## src/rtl/hm_conbusn.sv

```systemverilog
// hm_conbusn: N-master to 1-slave TRN transmit arbiter/mux.
// Packet-aware round-robin: the grant is locked from an accepted tsof
// to an accepted teof (or abort), and re-arbitration at a packet
// boundary hands over with no idle cycle.
// Optional build macro HM_CONBUSN_PRIO0_EN: master 0 wins every
// arbitration point while it requests (last is still updated).
module hm_conbusn #(
  parameter int NM = 5,
  parameter int DW = 64,
  parameter int RW = 1,
  parameter int GW = 3
) (
  input  logic             trn_clk,
  input  logic             trn_rst,
  input  logic [NM-1:0]    m_trn_cyc_n,
  input  logic [NM*DW-1:0] m_trn_td,
  input  logic [NM*RW-1:0] m_trn_trem_n,
  input  logic [NM-1:0]    m_trn_tsof_n,
  input  logic [NM-1:0]    m_trn_teof_n,
  input  logic [NM-1:0]    m_trn_tsrc_rdy_n,
  input  logic [NM-1:0]    m_trn_tsrc_dsc_n,
  input  logic [NM-1:0]    m_trn_terrfwd_n,
  input  logic [NM-1:0]    m_trn_tstr_n,
  output logic [NM-1:0]    m_trn_tdst_rdy_n,
  output logic [5:0]       m_trn_tbuf_av,
  output logic             m_trn_terr_drop_n,
  input  logic [5:0]       s_trn_tbuf_av,
  input  logic             s_trn_terr_drop_n,
  input  logic             s_trn_tdst_rdy_n,
  output logic [DW-1:0]    s_trn_td,
  output logic [RW-1:0]    s_trn_trem_n,
  output logic             s_trn_tsof_n,
  output logic             s_trn_teof_n,
  output logic             s_trn_tsrc_rdy_n,
  output logic             s_trn_tsrc_dsc_n,
  output logic             s_trn_terrfwd_n,
  output logic             s_trn_tstr_n,
  output logic [GW-1:0]    gnt,
  output logic             gnt_vld
);

  typedef enum logic [0:0] {ST_IDLE = 1'b0, ST_OWN = 1'b1} state_t;

  state_t          r_state, w_state_nxt;
  logic [GW-1:0]   r_gnt, w_gnt_nxt;
  logic [GW-1:0]   r_last, w_last_nxt;
  logic            r_gnt_vld, w_gnt_vld_nxt;
  logic            r_in_pkt, w_in_pkt_nxt;
  logic [GW-1:0]   w_pick;
  logic [NM-1:0]   w_req;
  logic            w_any_req, w_acc, w_boundary, w_pkt_upd;

  logic [DW-1:0]   w_own_td;
  logic [RW-1:0]   w_own_trem_n;
  logic            w_own_cyc_n, w_own_sof_n, w_own_eof_n, w_own_rdy_n;
  logic            w_own_dsc_n, w_own_errfwd_n, w_own_str_n;

  // Round-robin choice: first requester after 'last', previous owner checked last.
  function automatic logic [GW-1:0] rr_pick(input logic [NM-1:0] req,
                                            input logic [GW-1:0] last);
    logic [GW-1:0] pick;
    logic          found;
    int            idx;
    pick  = {GW{1'b0}};
    found = 1'b0;
    for (int k = 1; k <= NM; k++) begin
      idx = int'(last) + k;
      if (idx >= NM) idx = idx - NM;
      else           idx = idx;
      for (int j = 0; j < NM; j++) begin
        if (!found && req[j] && (idx == j)) begin
          pick  = GW'(j);
          found = 1'b1;
        end else begin
          pick  = pick;
        end
      end
    end
`ifdef HM_CONBUSN_PRIO0_EN
    if (req[0]) pick = {GW{1'b0}};
    else        pick = pick;
`endif
    return pick;
  endfunction

  assign w_req     = ~m_trn_cyc_n;
  assign w_any_req = |w_req;
  assign w_pick    = rr_pick(w_req, r_last);

  assign gnt               = r_gnt;
  assign gnt_vld           = r_gnt_vld;
  assign m_trn_tbuf_av     = s_trn_tbuf_av;
  assign m_trn_terr_drop_n = s_trn_terr_drop_n;

  // Owner slice select; an unmatched index falls back to master NM-1.
  always_comb begin
    w_own_td       = m_trn_td[(NM-1)*DW +: DW];
    w_own_trem_n   = m_trn_trem_n[(NM-1)*RW +: RW];
    w_own_cyc_n    = m_trn_cyc_n[NM-1];
    w_own_sof_n    = m_trn_tsof_n[NM-1];
    w_own_eof_n    = m_trn_teof_n[NM-1];
    w_own_rdy_n    = m_trn_tsrc_rdy_n[NM-1];
    w_own_dsc_n    = m_trn_tsrc_dsc_n[NM-1];
    w_own_errfwd_n = m_trn_terrfwd_n[NM-1];
    w_own_str_n    = m_trn_tstr_n[NM-1];
    for (int i = 0; i < NM - 1; i++) begin
      w_own_td       = (r_gnt == GW'(i)) ? m_trn_td[i*DW +: DW]     : w_own_td;
      w_own_trem_n   = (r_gnt == GW'(i)) ? m_trn_trem_n[i*RW +: RW] : w_own_trem_n;
      w_own_cyc_n    = (r_gnt == GW'(i)) ? m_trn_cyc_n[i]           : w_own_cyc_n;
      w_own_sof_n    = (r_gnt == GW'(i)) ? m_trn_tsof_n[i]          : w_own_sof_n;
      w_own_eof_n    = (r_gnt == GW'(i)) ? m_trn_teof_n[i]          : w_own_eof_n;
      w_own_rdy_n    = (r_gnt == GW'(i)) ? m_trn_tsrc_rdy_n[i]      : w_own_rdy_n;
      w_own_dsc_n    = (r_gnt == GW'(i)) ? m_trn_tsrc_dsc_n[i]      : w_own_dsc_n;
      w_own_errfwd_n = (r_gnt == GW'(i)) ? m_trn_terrfwd_n[i]       : w_own_errfwd_n;
      w_own_str_n    = (r_gnt == GW'(i)) ? m_trn_tstr_n[i]          : w_own_str_n;
    end
  end

  // Slave-side mux: owner's bus when granted, idle values otherwise.
  always_comb begin
    if (r_gnt_vld) begin
      s_trn_td         = w_own_td;
      s_trn_trem_n     = w_own_trem_n;
      s_trn_tsof_n     = w_own_sof_n;
      s_trn_teof_n     = w_own_eof_n;
      s_trn_tsrc_rdy_n = w_own_rdy_n;
      s_trn_tsrc_dsc_n = w_own_dsc_n;
      s_trn_terrfwd_n  = w_own_errfwd_n;
      s_trn_tstr_n     = w_own_str_n;
    end else begin
      s_trn_td         = {DW{1'b0}};
      s_trn_trem_n     = {RW{1'b1}};
      s_trn_tsof_n     = 1'b1;
      s_trn_teof_n     = 1'b1;
      s_trn_tsrc_rdy_n = 1'b1;
      s_trn_tsrc_dsc_n = 1'b1;
      s_trn_terrfwd_n  = 1'b1;
      s_trn_tstr_n     = 1'b1;
    end
  end

  // Destination ready is routed back to the owner only.
  always_comb begin
    for (int i = 0; i < NM; i++) begin
      m_trn_tdst_rdy_n[i] = s_trn_tdst_rdy_n | ~(r_gnt_vld & (r_gnt == GW'(i)));
    end
  end

  assign w_acc      = r_gnt_vld & ~s_trn_tsrc_rdy_n & ~s_trn_tdst_rdy_n;
  assign w_boundary = w_acc & (~w_own_eof_n | ~w_own_dsc_n);

  // Arbitration FSM next state, grant and packet tracking.
  always_comb begin
    w_state_nxt   = r_state;
    w_gnt_nxt     = r_gnt;
    w_gnt_vld_nxt = r_gnt_vld;
    w_last_nxt    = r_last;
    w_in_pkt_nxt  = r_in_pkt;
    if (w_boundary)                w_pkt_upd = 1'b0;
    else if (w_acc & ~w_own_sof_n) w_pkt_upd = 1'b1;
    else                           w_pkt_upd = r_in_pkt;
    case (r_state)
      ST_IDLE: begin
        if (w_any_req) begin
          w_state_nxt   = ST_OWN;
          w_gnt_nxt     = w_pick;
          w_gnt_vld_nxt = 1'b1;
          w_last_nxt    = w_pick;
          w_in_pkt_nxt  = 1'b0;
        end else begin
          w_state_nxt   = ST_IDLE;
        end
      end
      ST_OWN: begin
        if (w_boundary | (~w_pkt_upd & w_own_cyc_n)) begin
          w_in_pkt_nxt = 1'b0;
          if (w_any_req) begin
            w_gnt_nxt     = w_pick;
            w_gnt_vld_nxt = 1'b1;
            w_last_nxt    = w_pick;
          end else begin
            w_state_nxt   = ST_IDLE;
            w_gnt_vld_nxt = 1'b0;
          end
        end else begin
          w_in_pkt_nxt = w_pkt_upd;
        end
      end
      default: begin
        w_state_nxt   = ST_IDLE;
        w_gnt_nxt     = {GW{1'b0}};
        w_gnt_vld_nxt = 1'b0;
        w_last_nxt    = GW'(NM - 1);
        w_in_pkt_nxt  = 1'b0;
      end
    endcase
  end

  // Arbitration state registers with synchronous reset.
  always_ff @(posedge trn_clk) begin
    if (trn_rst) begin
      r_state   <= ST_IDLE;
      r_gnt     <= {GW{1'b0}};
      r_gnt_vld <= 1'b0;
      r_in_pkt  <= 1'b0;
      r_last    <= GW'(NM - 1);
    end else begin
      r_state   <= w_state_nxt;
      r_gnt     <= w_gnt_nxt;
      r_gnt_vld <= w_gnt_vld_nxt;
      r_in_pkt  <= w_in_pkt_nxt;
      r_last    <= w_last_nxt;
    end
  end

endmodule

```

## config.mk

```make
export PLATFORM = sky130hd
export DESIGN_NAME = hm_conbusn
export DESIGN_NICKNAME = d
export VERILOG_FILES = /design/src/rtl/hm_conbusn.sv
export SDC_FILE = /design/constraint.sdc
export NUM_CORES = 1
export LEC_CHECK = 0
export ABC_CLOCK_PERIOD_IN_PS = 4900
export CORE_AREA = 3 3 179 181
export CTS_CLUSTER_DIAMETER = 60
export DETAILED_ROUTE_END_ITERATION = 8
export DIE_AREA = 0 0 182 184
export GPL_TIMING_DRIVEN = 0
export HOLD_SLACK_MARGIN = 0.12
export PLACE_DENSITY = 0.55
export SETUP_SLACK_MARGIN = 0.3
export SKIP_CTS_REPAIR_TIMING = 1
export SLEW_MARGIN = 20
export SYNTH_ARGS = -nofsm -noshare
export SYNTH_HDL_FRONTEND = slang
export SYNTH_SLANG_ARGS = --single-unit
```

## constraint.sdc

```tcl
create_clock -name trn_clk -period 4.9 [get_ports trn_clk]
set_input_delay 0.98 -clock trn_clk [delete_from_list [all_inputs] [get_ports trn_clk]]
set_output_delay 0.98 -clock trn_clk [all_outputs]
set_load 0.005 [all_outputs]
```

; Word-level counts from Yosys, hierarchy flattened
; Index checks and enable logic that the tools add are counted.
; Widths: inputs -> output; s select.
[word_totals]
output_inout_bits = 87
wordCells = 271
input_bits = 370
register_bits = 9
[op_classes]
addsub = 10
mux = 114
magnitude_cmp = 5
eq_ne = 26
n_bitwise = 30
reduce_logical = 81
[ops]
columns = op, n
row1 = $eq 32x3->1 const B, 10
row2 = $mux 64, 5
row3 = $eq 32x2->1 const B, 5
row4 = $eq 32x4->1 const B, 5
row5 = $logic_not 32->1, 5
row6 = $mux 32, 5
row7 = $mux 3, 27
row8 = $mux 1, 72
row9 = $logic_and 1x1->1, 49
row10 = $sub 4x3->5 const B, 5
row11 = $logic_not 1->1, 24
row12 = $ge 4x3->1 const B, 5
row13 = $not 1->1, 12
row14 = $pmux 3 s2, 2
row15 = $and 1x1->1, 10
row16 = $add 3x2->4 const B, 2
row17 = $add 3x3->4 const B, 2
row18 = $or 1x1->1, 7
row19 = $eq 3x2->1 const B, 2
row20 = $pmux 1 s2, 3
row21 = $not 5->5, 1
row22 = $reduce_or 5->1, 1
row23 = $add 3x1->4 const B, 1
row24 = $eq 3x1->1 const B, 1
row25 = other kinds (5), 5

; Depth between registers and ports, before layout
; Gate-level depths: netlist of run 1.
[depth]
word_depth = 105
ltp_mapped = 13
depth_no_buf = 12

; Worst setup path after synthesis of run 1
; OpenSTA, ideal clock, no wires.
[synth_path]
path_type = reg2out
startpoint = reg, netlist name r_last[0]
endpoint = out s_trn_td[11]
stages_incl_launch_ff = 14
t_required_ns = 3.920
path_buffers = 5
arrival_ns = 3.080
slack_ns = 0.840
path_cell_list = dfxtp_1 -> inv_1 -> buf_1 -> ha_1 -> clkbuf_1 -> nand2b_1 -> clkbuf_1 -> buf_1 -> buf_1 -> mux2i_1 -> a211oi_1 -> a21oi_1 -> nand2_1 -> o211a_1
[synth_rtl]
columns = element, line_no
row1 = "end, declared", 30  ; output logic [DW-1:0] s_trn_td,

==> results_tabular.tex, run 1 <==
\begin{tabular}{lr}
\hline
Metric & Value \\
\hline
\multicolumn{2}{l}{\textbf{Synth}} \\
\quad Register area share after synthesis & roughly 2.8\% \\
\quad Synthesized instance count & just under 800 \\
\quad Number of enable-type register cells in the synthesized netlist & 0 \\
\quad Cell variety after synth & 66 \\
\quad Synth Flop Type & sky130\_fd\_sc\_hd\_\_dfxtp\_1 \\
\quad Syn\_nets & approximately 1,200 \\
\quad Syn Area/Cell & 6.51 µm² \\
\quad Number of register bits inferred by synthesis & 7 \\
\quad Ys async rst share & 0\% \\
\quad Yosys Warn Count & 0 \\
\quad Post-synthesis instance area & around 5000 µm² \\
\multicolumn{2}{l}{\textbf{Drt}} \\
\quad Post-detailed-routing wire length & 40,300 µm \\
\quad Routed via count divided by cell count & between 4 and 5 \\
\quad Detailed-route via count & about 8,000 \\
\quad Starting DRC count in detailed routing & around 570 \\
\quad Detailed-route wire length per cell & 24.8 µm \\
\quad Length of the first detailed-routing pass in iterations & 5 \\
\quad Antenna-violating nets left & 0 \\
\quad Post-route DRC & 0 \\
\multicolumn{2}{l}{\textbf{Clock network}} \\
\quad Clk slew on worst S/H paths & about 0.040 ns \\
\quad Clock tree from TritonCTS & done \\
\quad Clk buf depth & 2 \\
\quad CTS Buf Count & 3 \\
\quad Clock H-tree levels & 1 \\
\quad Source-to-sink clock delay at the later pin of the worst-skew pair & around 0.23 ns \\
\quad Clock tree sinks & 7 \\
\quad Root Buffer Master & sky130\_fd\_sc\_hd\_\_clkbuf\_16 \\
\multicolumn{2}{l}{\textbf{STA}} \\
\quad Setup repair after global routing missed its margin & no \\
\quad Clk\_skew & between 0.0015 and 0.002 ns \\
\quad Final worst slack & around 0.47 ns \\
\quad Final Hold Slack & 0.607 ns \\
\quad Headroom to the max-slew limit & about 44\% \\
\quad Number of endpoints failing setup at the final stage & 0 \\
\quad Number of failing hold endpoints at the final stage & 0 \\
\quad Share of the clock period used by the worst path after layout & 90.4\% \\
\quad Shortest clock period the worst path allows after layout & 4.43 ns \\
\quad Pin slew with the least headroom to its limit & 0.836 ns \\
\quad Max-slew violations & 0 \\
\quad Max frequency & 0.226 GHz \\
\multicolumn{2}{l}{\textbf{Floorplan}} \\
\quad Initial Utilization & between 15 and 20\% \\
\quad Total core area & between 30,000 and 40,000 µm² \\
\quad IO Pins & $\sim$460 \\
\quad \# rows & 64 \\
\quad Area enclosed by the die boundary & $\sim$33,000 µm² \\
\quad Overall die height & around 180 µm \\
\quad Chip Width & 182 µm \\
\multicolumn{2}{l}{\textbf{Hold path}} \\
\quad Path type of the worst min-delay path & flip-flop to flip-flop \\
\multicolumn{2}{l}{\textbf{Pwr}} \\
\quad Maximum resistive drop on vdd & 0.000269 V \\
\quad Power per Cell Area & between 400 and 500 nW/µm² \\
\quad Overall power & $\sim$4.4 mW \\
\quad Static Leakage & between 4 and 5 nW \\
\multicolumn{2}{l}{\textbf{Status}} \\
\quad Result of the run & complete, no violations \\
\multicolumn{2}{l}{\textbf{Layout}} \\
\quad Utilization after layout & between 30\% and 40\% \\
\quad Leading cell type in the layout, fill and taps excluded & sky130\_fd\_sc\_hd\_\_clkdlybuf4s50\_1 \\
\quad Filler cells & 3,299 \\
\quad Fraction of final layout cells with drive strength greater than 1 & under 10\% \\
\quad Final layout net count & approximately 1,600 \\
\quad Commonest non-fill, non-tap cells in the layout & sky130\_fd\_sc\_hd\_\_clkdlybuf4s50\_1 (444), sky130\_fd\_sc\_hd\_\_a21oi\_1 (91), sky130\_fd\_sc\_hd\_\_nor2\_1 (88), sky130\_fd\_sc\_hd\_\_nand2\_1 (88), sky130\_fd\_sc\_hd\_\_a211oi\_1 (72) \\
\quad Area Growth Syn to Fin & 105\% \\
\quad Area of all placed cells without fillers & around 10,000 µm² \\
\multicolumn{2}{l}{\textbf{Setup path}} \\
\quad Endpoint required time on the critical path & slightly below 4 ns \\
\quad Type of the worst setup path & flip-flop to output pin \\
\quad Max FO, Critical Path & 13 \\
\quad Crit path launch type & flip-flop \\
\quad CP endpoint kind & output pin \\
\quad Data arrival, critical path & approximately 3.5 ns \\
\multicolumn{2}{l}{\textbf{Placed design}} \\
\quad Final HPWL DP & 34,800 µm \\
\quad Number of buffers added on ports & 447 \\
\quad Cell area after placement & roughly 10,000 µm² \\
\quad Minimum setup slack after placement & -1.66 ns \\
\quad GPL Wtd Cong & 0.904 \\
\multicolumn{2}{l}{\textbf{Global route}} \\
\quad Number of global-route vias before repair & 7,905 \\
\quad Pin count of the biggest net entering global routing & 14 \\
\quad Wire length of the first global-routing pass & $\sim$55,000 µm \\
\quad GRT Total Usage & around 22\% \\
\quad Residual overflow from global routing & 0 \\
\quad Number of antenna violations at the first check in global routing & 6 \\
\multicolumn{2}{l}{\textbf{Run}} \\
\quad MaxCap Viol Count & 0 \\
\hline
\end{tabular}
[critical path, stage by stage, from the launching register on]
cell,delay (ns)
sky130_fd_sc_hd__dfxtp_4,0.43
sky130_fd_sc_hd__inv_1,0.13
sky130_fd_sc_hd__buf_4,0.22
sky130_fd_sc_hd__ha_1,0.25
sky130_fd_sc_hd__clkbuf_4,0.21
sky130_fd_sc_hd__nand2b_1,0.10
sky130_fd_sc_hd__buf_6,0.17
sky130_fd_sc_hd__buf_2,0.31
sky130_fd_sc_hd__mux2i_1,0.13
sky130_fd_sc_hd__a211oi_1,0.32
sky130_fd_sc_hd__a21oi_1,0.08
sky130_fd_sc_hd__nand2_1,0.08
sky130_fd_sc_hd__o211a_1,0.20
sky130_fd_sc_hd__clkdlybuf4s50_1,0.57
[report_power, final]
part           leakage, nW  total [mW]  internal, mW  switching, mW
logic                 4.28        4.10          1.97           2.14
registers           0.0594       0.123        0.0760         0.0471
clock network       0.0382       0.137         0.108         0.0293
[cell usage after synthesis (all sizes together), types with 7 or more instances]
| library cell | instances | area (µm²) |
|---|---|---|
| inv | 13 | 48.8 |
| nand2b | 11 | 68.8 |
| dfxtp | 7 | 140 |
| mux2i | 70 | 701 |
| ha | 14 | 175 |
| o21ai | 22 | 110 |
| buf | 35 | 178 |
| nor3 | 7 | 40.0 |
| nor2 | 88 | 330 |
| o211a | 65 | 651 |
| a21oi | 92 | 460 |
| nand2 | 88 | 330 |
| clkbuf | 54 | 203 |
| a211oi | 76 | 576 |
| nor2b | 22 | 138 |
[worst paths after layout]
kind,slack (ns),endpoint,start,cells after the start
worst max-delay path,0.47,s_trn_td[50],r_last[0],13
worst min-delay path,0.61,r_in_pkt,r_state,2
worst max register to register,0.72,gnt[2],r_last[0],13
worst min register to register,0.61,r_in_pkt,r_state,2
[cell type report]
cell class | count | area, µm² | area share [%]
inverter | 13 | 52.6 | 0.510
tap | 396 | 495 | 4.81
timing repair buffer | 453 | 4520 | 43.9
sequential | 7 | 148 | 1.43
multi-input combinational | 664 | 4500 | 43.7
buffer | 89 | 502 | 4.87
antenna | 1 | 2.50 | 0.0243
clock buffer | 4 | 78.8 | 0.765
[logic make-up (layout without fill, tap and decap cells)]
logic type	count (synthesis)	after routing	share of synthesized area (%)
xor+xnor	2	2	0.498
other cells	0	1	0
simple gates	259	259	24.1
fa+ha+maj	15	15	3.88
compound gates	318	318	46.3
mux	70	70	13.9
flops	7	7	2.79
buf+inv	102	559	8.53
[metal layers]
layer,vias to the layer above,part of all wire (%),GRT usage [%]
li1,3832,-,-
met1,3798,38,26.1
met2,371,54,43.0
met3,28,7.1,3.56
met4,10,0.74,2.29
met5,-,0.19,0
[stage by stage]
step	instances	TNS, ns
6_report	1627	0
5_1_grt	1627	0
4_1_cts	1620	-99.08
3_5_place_dp	1616	-81.51
3_3_place_gp	1616	-79.23
2_1_floorplan	773	0
[flip-flops by register name (all words and copies together), names as in the netlist]
| signal | count |
|---|---|
| gnt_vld | 1 |
| r_in_pkt | 1 |
| gnt | 1 |
| r_state | 1 |
| r_last | 3 |
(Power assumes the default switching activity.)
==> inputs of run 2 (changes only) <==
--- a/config.mk
+++ b/config.mk
@@ -8,3 +8,3 @@
 export ABC_CLOCK_PERIOD_IN_PS = 4900
-export CORE_AREA = 3 3 179 181
+export CORE_AREA = 8 8 174 176
 export CTS_CLUSTER_DIAMETER = 60
@@ -14,3 +14,3 @@
 export HOLD_SLACK_MARGIN = 0.12
-export PLACE_DENSITY = 0.55
+export PLACE_DENSITY = 0.6
 export SETUP_SLACK_MARGIN = 0.3
==> constraint.sdc (replaced) <==
create_clock -name trn_clk -period 4.9 [get_ports trn_clk]
set_input_delay 0.49 -clock trn_clk [delete_from_list [all_inputs] [get_ports trn_clk]]
set_output_delay 0.49 -clock trn_clk [all_outputs]
set_load 0.005 [all_outputs]
==> results_tabular.tex, run 2 (synthesis gave the netlist of run 1 again) <==
\begin{tabular}{lr}
\hline
Metric & Value \\
\hline
\multicolumn{2}{l}{\textbf{Pwr}} \\
\quad Switching part of the total & 51.2\% (+0.49 points) \\
\quad Maximum resistive drop on vdd & 0.000187 V (-31\%) \\
\quad Proportion of power drawn by flip-flops and latches & 2.8\% (about the same) \\
\quad Static Leakage & 4.31 nW (-1.6\%) \\
\quad Part of the total power dissipated in the clock network & 3.3\% (+0.2 points) \\
\quad Portion of total power attributed to combinational logic & 93.9\% (about the same) \\
\quad Overall power & 4.31 mW (-1.3\%) \\
\quad Psw & 2.21 mW (-0.29\%) \\
\quad Internal power of the cells & 2.10 mW (-2.2\%) \\
\quad Power per Cell Area & 425 nW/µm² (+0.38\%) \\
\multicolumn{2}{l}{\textbf{Clock network}} \\
\quad Clock tree sinks & 7 (unchanged) \\
\quad Clock H-tree levels & 1 (unchanged) \\
\quad Root Buffer Master & sky130\_fd\_sc\_hd\_\_clkbuf\_16 \\
\quad Clock tree from TritonCTS & done \\
\quad Clk buf depth & 2 (unchanged) \\
\quad Clk slew on worst S/H paths & 0.04 ns (about the same) \\
\quad CTS Buf Count & 3 (unchanged) \\
\quad Source-to-sink clock delay at the later pin of the worst-skew pair & 0.23 ns (about the same) \\
\multicolumn{2}{l}{\textbf{Floorplan}} \\
\quad Overall die height & 184 µm (unchanged) \\
\quad IO Pins & 457 (unchanged) \\
\quad \# rows & 61 (-4.7\%) \\
\quad Area enclosed by the die boundary & 33,500 µm² (unchanged) \\
\quad Total core area & 27,500 µm² (-10\%) \\
\quad Initial Utilization & 18.3\% (+1.9 points) \\
\quad Chip Width & 182 µm (unchanged) \\
\multicolumn{2}{l}{\textbf{Layout}} \\
\quad Non-filler cells in the finished layout & 1,573 (-3.3\%) \\
\quad Max FFs per register & 3 (unchanged) \\
\quad Filler cells & 2,979 (-9.7\%) \\
\quad Commonest non-fill, non-tap cells in the layout & sky130\_fd\_sc\_hd\_\_clkdlybuf4s50\_1 (447), sky130\_fd\_sc\_hd\_\_a21oi\_1 (92), sky130\_fd\_sc\_hd\_\_nor2\_1 (88), sky130\_fd\_sc\_hd\_\_nand2\_1 (88), sky130\_fd\_sc\_hd\_\_a211oi\_1 (71) \\
\quad Area Growth Syn to Fin & 101\% \\
\quad Final layout net count & 1,612 (-0.25\%) \\
\quad Fraction of final layout cells with drive strength greater than 1 & 5.95\% (-1.4 points) \\
\quad Area of the multi-input gates & 4490 µm² (-0.22\%) \\
\quad Leading cell type in the layout, fill and taps excluded & sky130\_fd\_sc\_hd\_\_clkdlybuf4s50\_1 \\
\quad FF+latch area & 143 µm² (-3.4\%) \\
\quad Register with the most flip-flops & r\_last \\
\multicolumn{2}{l}{\textbf{Setup path}} \\
\quad Critical path's largest stage delay & 0.60 ns (+0.03 ns) \\
\quad Data arrival, critical path & 3.97 ns (+0.52 ns) \\
\quad Crit path cell chain & inv\_1 > buf\_2 > ha\_1 > clkbuf\_2 > nand2b\_1 > buf\_2 > buf\_2 > mux2i\_1 > a211oi\_1 > a21oi\_1 > nand2\_1 > o211a\_1 > clkdlybuf4s50\_1 \\
\quad Max FO, Critical Path & 13 (unchanged) \\
\quad Cell with the largest stage delay on the worst path & sky130\_fd\_sc\_hd\_\_clkdlybuf4s50\_1 \\
\quad Slack of the worst reg-to-reg path & 0.50 ns (-0.22 ns) \\
\quad Crit path launch type & flip-flop \\
\quad CP endpoint kind & output pin \\
\quad Destination of the worst register-to-register timing path & r\_last[2] \\
\quad Worst path buffer plus inverter count & 6 (unchanged) \\
\quad R2r startpoint & r\_last[0] \\
\quad Type of the worst setup path & flip-flop to output pin \\
\quad Endpoint required time on the critical path & 4.41 ns (+0.49 ns) \\
\quad Cell count of the worst reg-to-reg path & 13 (unchanged) \\
\quad Cell family with most CP delay & buffers and inverters \\
\quad Cell mode on critical path & sky130\_fd\_sc\_hd\_\_buf\_2 \\
\multicolumn{2}{l}{\textbf{Run}} \\
\quad MaxCap Viol Count & 0 (unchanged) \\
\multicolumn{2}{l}{\textbf{Drt}} \\
\quad Post-route DRC & 0 (unchanged) \\
\quad Length of the first detailed-routing pass in iterations & 5 (unchanged) \\
\quad Detailed-route via count & 8,043 (+0.050\%) \\
\quad Detailed-route wire length per cell & 25.8 µm (+4.0\%) \\
\quad Post-detailed-routing wire length & 40,500 µm (+0.58\%) \\
\quad Routed via count divided by cell count & 5.11 (+3.5\%) \\
\quad Antenna-violating nets left & 0 (unchanged) \\
\quad Starting DRC count in detailed routing & 461 (-18\%) \\
\multicolumn{2}{l}{\textbf{STA}} \\
\quad Setup repair after global routing missed its margin & yes \\
\quad Number of endpoints failing setup at the final stage & 0 (unchanged) \\
\quad Number of failing hold endpoints at the final stage & 0 (unchanged) \\
\quad Shortest clock period the worst path allows after layout & 4.46 ns (+0.0270 ns) \\
\quad Pin slew with the least headroom to its limit & 1.17 ns (+0.331 ns) \\
\quad Clk\_skew & 0.00232 ns (+0.000789 ns) \\
\quad Max frequency & 0.224 GHz (-0.61\%) \\
\quad Max-slew violations & 0 (unchanged) \\
\quad Share of the clock period used by the worst path after layout & 90.9\% (+0.55 points) \\
\quad Headroom to the max-slew limit & 22.0\% (-22 points) \\
\multicolumn{2}{l}{\textbf{Global route}} \\
\quad GRT Total Usage & 22.4\% (+0.37 points) \\
\quad Wire length of the first global-routing pass & 56,200 µm (+2.9\%) \\
\quad Pin count of the biggest net entering global routing & 14 (unchanged) \\
\quad Number of antenna violations at the first check in global routing & 7 (+1) \\
\quad Residual overflow from global routing & 0 (unchanged) \\
\quad Number of global-route vias before repair & 8,170 (+3.4\%) \\
\multicolumn{2}{l}{\textbf{Placed design}} \\
\quad Number of buffers added on ports & 447 (unchanged) \\
\quad GPL Wtd Cong & 0.910 (+0.63\%) \\
\quad Placed Cells & 1,566 (-3.1\%) \\
\quad Final HPWL DP & 35,100 µm (+0.99\%) \\
\multicolumn{2}{l}{\textbf{Hold path}} \\
\quad Path type of the worst min-delay path & flip-flop to flip-flop \\
\quad Hold depth & 2 (unchanged) \\
\quad Hold endpoint & r\_in\_pkt \\
\quad Startpoint of the worst hold path & r\_state \\
\multicolumn{2}{l}{\textbf{Status}} \\
\quad Result of the run & complete, no violations \\
\hline
\end{tabular}
## run 2: worst reg2reg max path: cells and delay by family, from the launching register on
kind | cells | cell delay (ns)
buf+inv | 3 | 0.59
fa+ha+maj | 2 | 0.69
compound gates | 4 | 1.74
flops | 1 | 0.40
simple gates | 4 | 0.85
## run 2: through the flow
step / utilization, % / hold WS (ns) / TNS, ns / setup WS (ns) / area (µm²)
floorplan: - / 0.553 / 0 / 1.26 / 5030
global placement: 36.2 / 0.569 / -58.83 / -1.59 / 9940
detailed placement: 36.2 / 0.582 / -51.21 / -1.47 / 9940
global route: 36.9 / 0.619 / 0 / 0.247 / 10100
CTS: 36.5 / 0.588 / -67.54 / -1.72 / 10000
finish: 36.9 / 0.584 / 0 / 0.445 / 10100
## run 2: power by group through the flow
stage               Combinational, mW  Sequential, mW  Clock, mW
floorplan                        2.26           0.102          0
detailed placement               4.00           0.120          0
global route                     4.36           0.126      0.144
CTS                              4.01           0.120      0.141
global placement                 4.01           0.120          0
finish                           4.05           0.122      0.142
## run 2: how the worst max path moves through the flow
stage,startpoint,to,depth (start not counted)
finish,r_last[0],s_trn_td[38],13
global route,r_last[0],s_trn_tstr_n,13
CTS,r_last[0],s_trn_trem_n,13
detailed placement,r_last[0],s_trn_trem_n,13
global placement,r_last[0],s_trn_trem_n,13
floorplan,r_last[0],r_last[2],13
## run 2: metal layers
metal | vias up | global-route usage [%] | routed length, µm
met3 | 18 | 4.49 | 2740
li1 | 3823 | - | -
met2 | 369 | 43.2 | 21900
met5 | - | 0 | 76
met1 | 3821 | 26.1 | 15700
met4 | 12 | 1.61 | 178
## run 2: area by class of cell
cell class | instances | share of cell area (%)
Buffer | 89 | 4.41
Multi-Input combinational cell | 664 | 44.3
Tap cell | 346 | 4.27
Inverter | 13 | 0.519
Timing Repair Buffer | 449 | 44.3
Sequential cell | 7 | 1.41
Clock buffer | 4 | 0.778
Antenna cell | 1 | 0.0247
==> inputs of run 3 (changes only) <==
--- a/constraint.sdc
+++ b/constraint.sdc
@@ -3,2 +3,2 @@
 set_output_delay 0.49 -clock trn_clk [all_outputs]
-set_load 0.005 [all_outputs]
+set_load 0.01 [all_outputs]
==> results_tabular.tex, run 3 (synthesis gave the netlist of run 1 again) <==
\begin{tabular}{lr}
\hline
Metric & Value \\
\hline
\multicolumn{2}{l}{\textbf{Status}} \\
\quad Result of the run & complete, no violations \\
\multicolumn{2}{l}{\textbf{Pwr}} \\
\quad Power per Cell Area & 435 nW/µm² (+2.2\%) \\
\quad Maximum resistive drop on vdd & 0.000188 V (+0.85\%) \\
\quad Static Leakage & 4.31 nW (about the same) \\
\multicolumn{2}{l}{\textbf{Clock network}} \\
\quad Root Buffer Master & sky130\_fd\_sc\_hd\_\_clkbuf\_16 \\
\quad Source-to-sink clock delay at the later pin of the worst-skew pair & 0.23 ns (about the same) \\
\quad Clk buf depth & 2 (unchanged) \\
\quad Clk slew on worst S/H paths & 0.04 ns (about the same) \\
\quad Clock tree from TritonCTS & done \\
\quad Clock tree sinks & 7 (unchanged) \\
\quad Clock H-tree levels & 1 (unchanged) \\
\quad CTS Buf Count & 3 (unchanged) \\
\multicolumn{2}{l}{\textbf{Hold path}} \\
\quad Startpoint of the worst hold path & r\_state \\
\quad Path type of the worst min-delay path & flip-flop to flip-flop \\
\multicolumn{2}{l}{\textbf{Global route}} \\
\quad Number of antenna violations at the first check in global routing & 7 (unchanged) \\
\quad Residual overflow from global routing & 0 (unchanged) \\
\quad GRT Total Usage & 22.4\% (unchanged) \\
\quad Number of global-route vias before repair & 8,170 (unchanged) \\
\quad Pin count of the biggest net entering global routing & 14 (unchanged) \\
\quad Wire length of the first global-routing pass & 56,200 µm (unchanged) \\
\multicolumn{2}{l}{\textbf{Drt}} \\
\quad Starting DRC count in detailed routing & 443 (-3.9\%) \\
\quad Detailed-route via count & 8,031 (-0.15\%) \\
\quad Post-route DRC & 0 (unchanged) \\
\quad Post-detailed-routing wire length & 40,500 µm (about the same) \\
\quad Detailed-route wire length per cell & 25.7 µm (about the same) \\
\quad Routed via count divided by cell count & 5.11 (-0.15\%) \\
\quad Antenna-violating nets left & 0 (unchanged) \\
\quad Length of the first detailed-routing pass in iterations & 4 (-1) \\
\multicolumn{2}{l}{\textbf{Setup path}} \\
\quad Endpoint required time on the critical path & 4.41 ns (about the same) \\
\quad Cell with the largest stage delay on the worst path & sky130\_fd\_sc\_hd\_\_clkdlybuf4s50\_1 \\
\quad R2r startpoint & r\_last[0] \\
\quad Worst path buffer plus inverter count & 7 (+1) \\
\quad Type of the worst setup path & flip-flop to output pin \\
\quad Critical path's largest stage delay & 0.59 ns (about the same) \\
\quad CP endpoint kind & output pin \\
\quad Data arrival, critical path & 4.03 ns (+0.06 ns) \\
\quad Crit path cell chain & inv\_1 > clkbuf\_4 > ha\_1 > clkbuf\_2 > nand2b\_1 > buf\_2 > buf\_6 > buf\_4 > mux2i\_1 > a211oi\_1 > a21oi\_1 > nand2\_1 > o211a\_1 > clkdlybuf4s50\_1 \\
\quad Crit path launch type & flip-flop \\
\quad Cell family with most CP delay & buffers and inverters \\
\quad Critical path startpoint & r\_last[0] \\
\quad Max FO, Critical Path & 13 (unchanged) \\
\multicolumn{2}{l}{\textbf{STA}} \\
\quad Shortest clock period the worst path allows after layout & 4.52 ns (+0.0696 ns) \\
\quad Number of endpoints failing setup at the final stage & 0 (unchanged) \\
\quad Number of failing hold endpoints at the final stage & 0 (unchanged) \\
\quad Share of the clock period used by the worst path after layout & 92.3\% (+1.4 points) \\
\quad Clk\_skew & 0.00355 ns (+0.00124 ns) \\
\quad Max frequency & 0.221 GHz (-1.5\%) \\
\quad Pin slew with the least headroom to its limit & 1.16 ns (-0.00987 ns) \\
\quad Max-slew violations & 0 (unchanged) \\
\quad Setup repair after global routing missed its margin & yes \\
\quad Headroom to the max-slew limit & 22.7\% (+0.66 points) \\
\multicolumn{2}{l}{\textbf{Floorplan}} \\
\quad Initial Utilization & 18.3\% (unchanged) \\
\quad IO Pins & 457 (unchanged) \\
\quad Area enclosed by the die boundary & 33,500 µm² (unchanged) \\
\quad Chip Width & 182 µm (unchanged) \\
\quad Overall die height & 184 µm (unchanged) \\
\quad \# rows & 61 (unchanged) \\
\quad Total core area & 27,500 µm² (unchanged) \\
\multicolumn{2}{l}{\textbf{Placed design}} \\
\quad Placed Cells & 1,566 (unchanged) \\
\quad Number of buffers added on ports & 447 (unchanged) \\
\quad Final HPWL DP & 35,100 µm (unchanged) \\
\quad GPL Wtd Cong & 0.910 (unchanged) \\
\multicolumn{2}{l}{\textbf{Layout}} \\
\quad Area of the multi-input gates & 4480 µm² (-0.11\%) \\
\quad Fraction of final layout cells with drive strength greater than 1 & 5.95\% (unchanged) \\
\quad Max FFs per register & 3 (unchanged) \\
\quad Commonest non-fill, non-tap cells in the layout & sky130\_fd\_sc\_hd\_\_clkdlybuf4s50\_1 (447), sky130\_fd\_sc\_hd\_\_a21oi\_1 (92), sky130\_fd\_sc\_hd\_\_nor2\_1 (88), sky130\_fd\_sc\_hd\_\_nand2\_1 (88), sky130\_fd\_sc\_hd\_\_a211oi\_1 (72) \\
\quad Utilization after layout & 36.9\% (about the same) \\
\quad Leading cell type in the layout, fill and taps excluded & sky130\_fd\_sc\_hd\_\_clkdlybuf4s50\_1 \\
\quad Area Growth Syn to Fin & 101\% (about the same) \\
\quad Final layout net count & 1,612 (unchanged) \\
\quad Non-filler cells in the finished layout & 1,573 (unchanged) \\
\quad Filler cells & 2,980 (+0.034\%) \\
\quad FF+latch area & 143 µm² (unchanged) \\
\quad Register with the most flip-flops & r\_last \\
\multicolumn{2}{l}{\textbf{Run}} \\
\quad MaxCap Viol Count & 0 (unchanged) \\
\hline
\end{tabular}
run 3: path summary, 6_finish.rpt:
path | slack, ns | cells past startpoint | to
worst min-delay path | 0.58 | 2 | r_in_pkt
worst max register to register | 0.58 | 13 | r_last[2]
worst min register to register | 0.58 | 2 | r_in_pkt
worst max-delay path | 0.38 | 14 | s_trn_td[13]
run 3: where the power goes:
| group | internal (mW) | switching [mW] |
|---|---|---|
| Sequential | 0.0750 | 0.0457 |
| Combinational | 1.92 | 2.22 |
| Clock | 0.109 | 0.0342 |
| Total | 2.10 | 2.30 |
run 3: metal layers:
layer / wire length, µm / track usage [%] / vias up
li1: - / - / 3822
met4: 195 / 1.61 / 12
met3: 2620 / 4.49 / 22
met5: 76 / 0 / -
met1: 15700 / 26.1 / 3826
met2: 21900 / 43.2 / 349
run 3: final cells by class:
type / instances / share of cell area [%]
inverters: 13 / 0.519
clock buffers: 4 / 0.778
multi-input cells: 664 / 44.2
plain buffers: 89 / 4.47
repair buffers: 449 / 44.3
diodes: 1 / 0.0247
well taps: 346 / 4.27
flip-flops and latches: 7 / 1.41
run 3: tightest hold or removal path, delay by kind of cell, from the launching register on:
family             cells  cell delay, ns
AOI/OAI and AO/OA      1            0.08
DFF                    1            0.33
and+or+nand+nor        1            0.12
run 3: stage by stage:
step / hold slack [ns] / instance area (µm²) / setup slack (ns) / power [mW] / setup TNS, ns
after floorplan: 0.553 / 5030 / 1.26 / 2.47 / 0
after global routing: 0.619 / 10100 / 0.224 / 4.73 / 0
after detailed placement: 0.582 / 9940 / -1.50 / 4.22 / -53.51
final: 0.584 / 10100 / 0.375 / 4.41 / 0
after global placement: 0.569 / 9940 / -1.63 / 4.23 / -61.13
after CTS: 0.588 / 10000 / -1.76 / 4.38 / -69.87
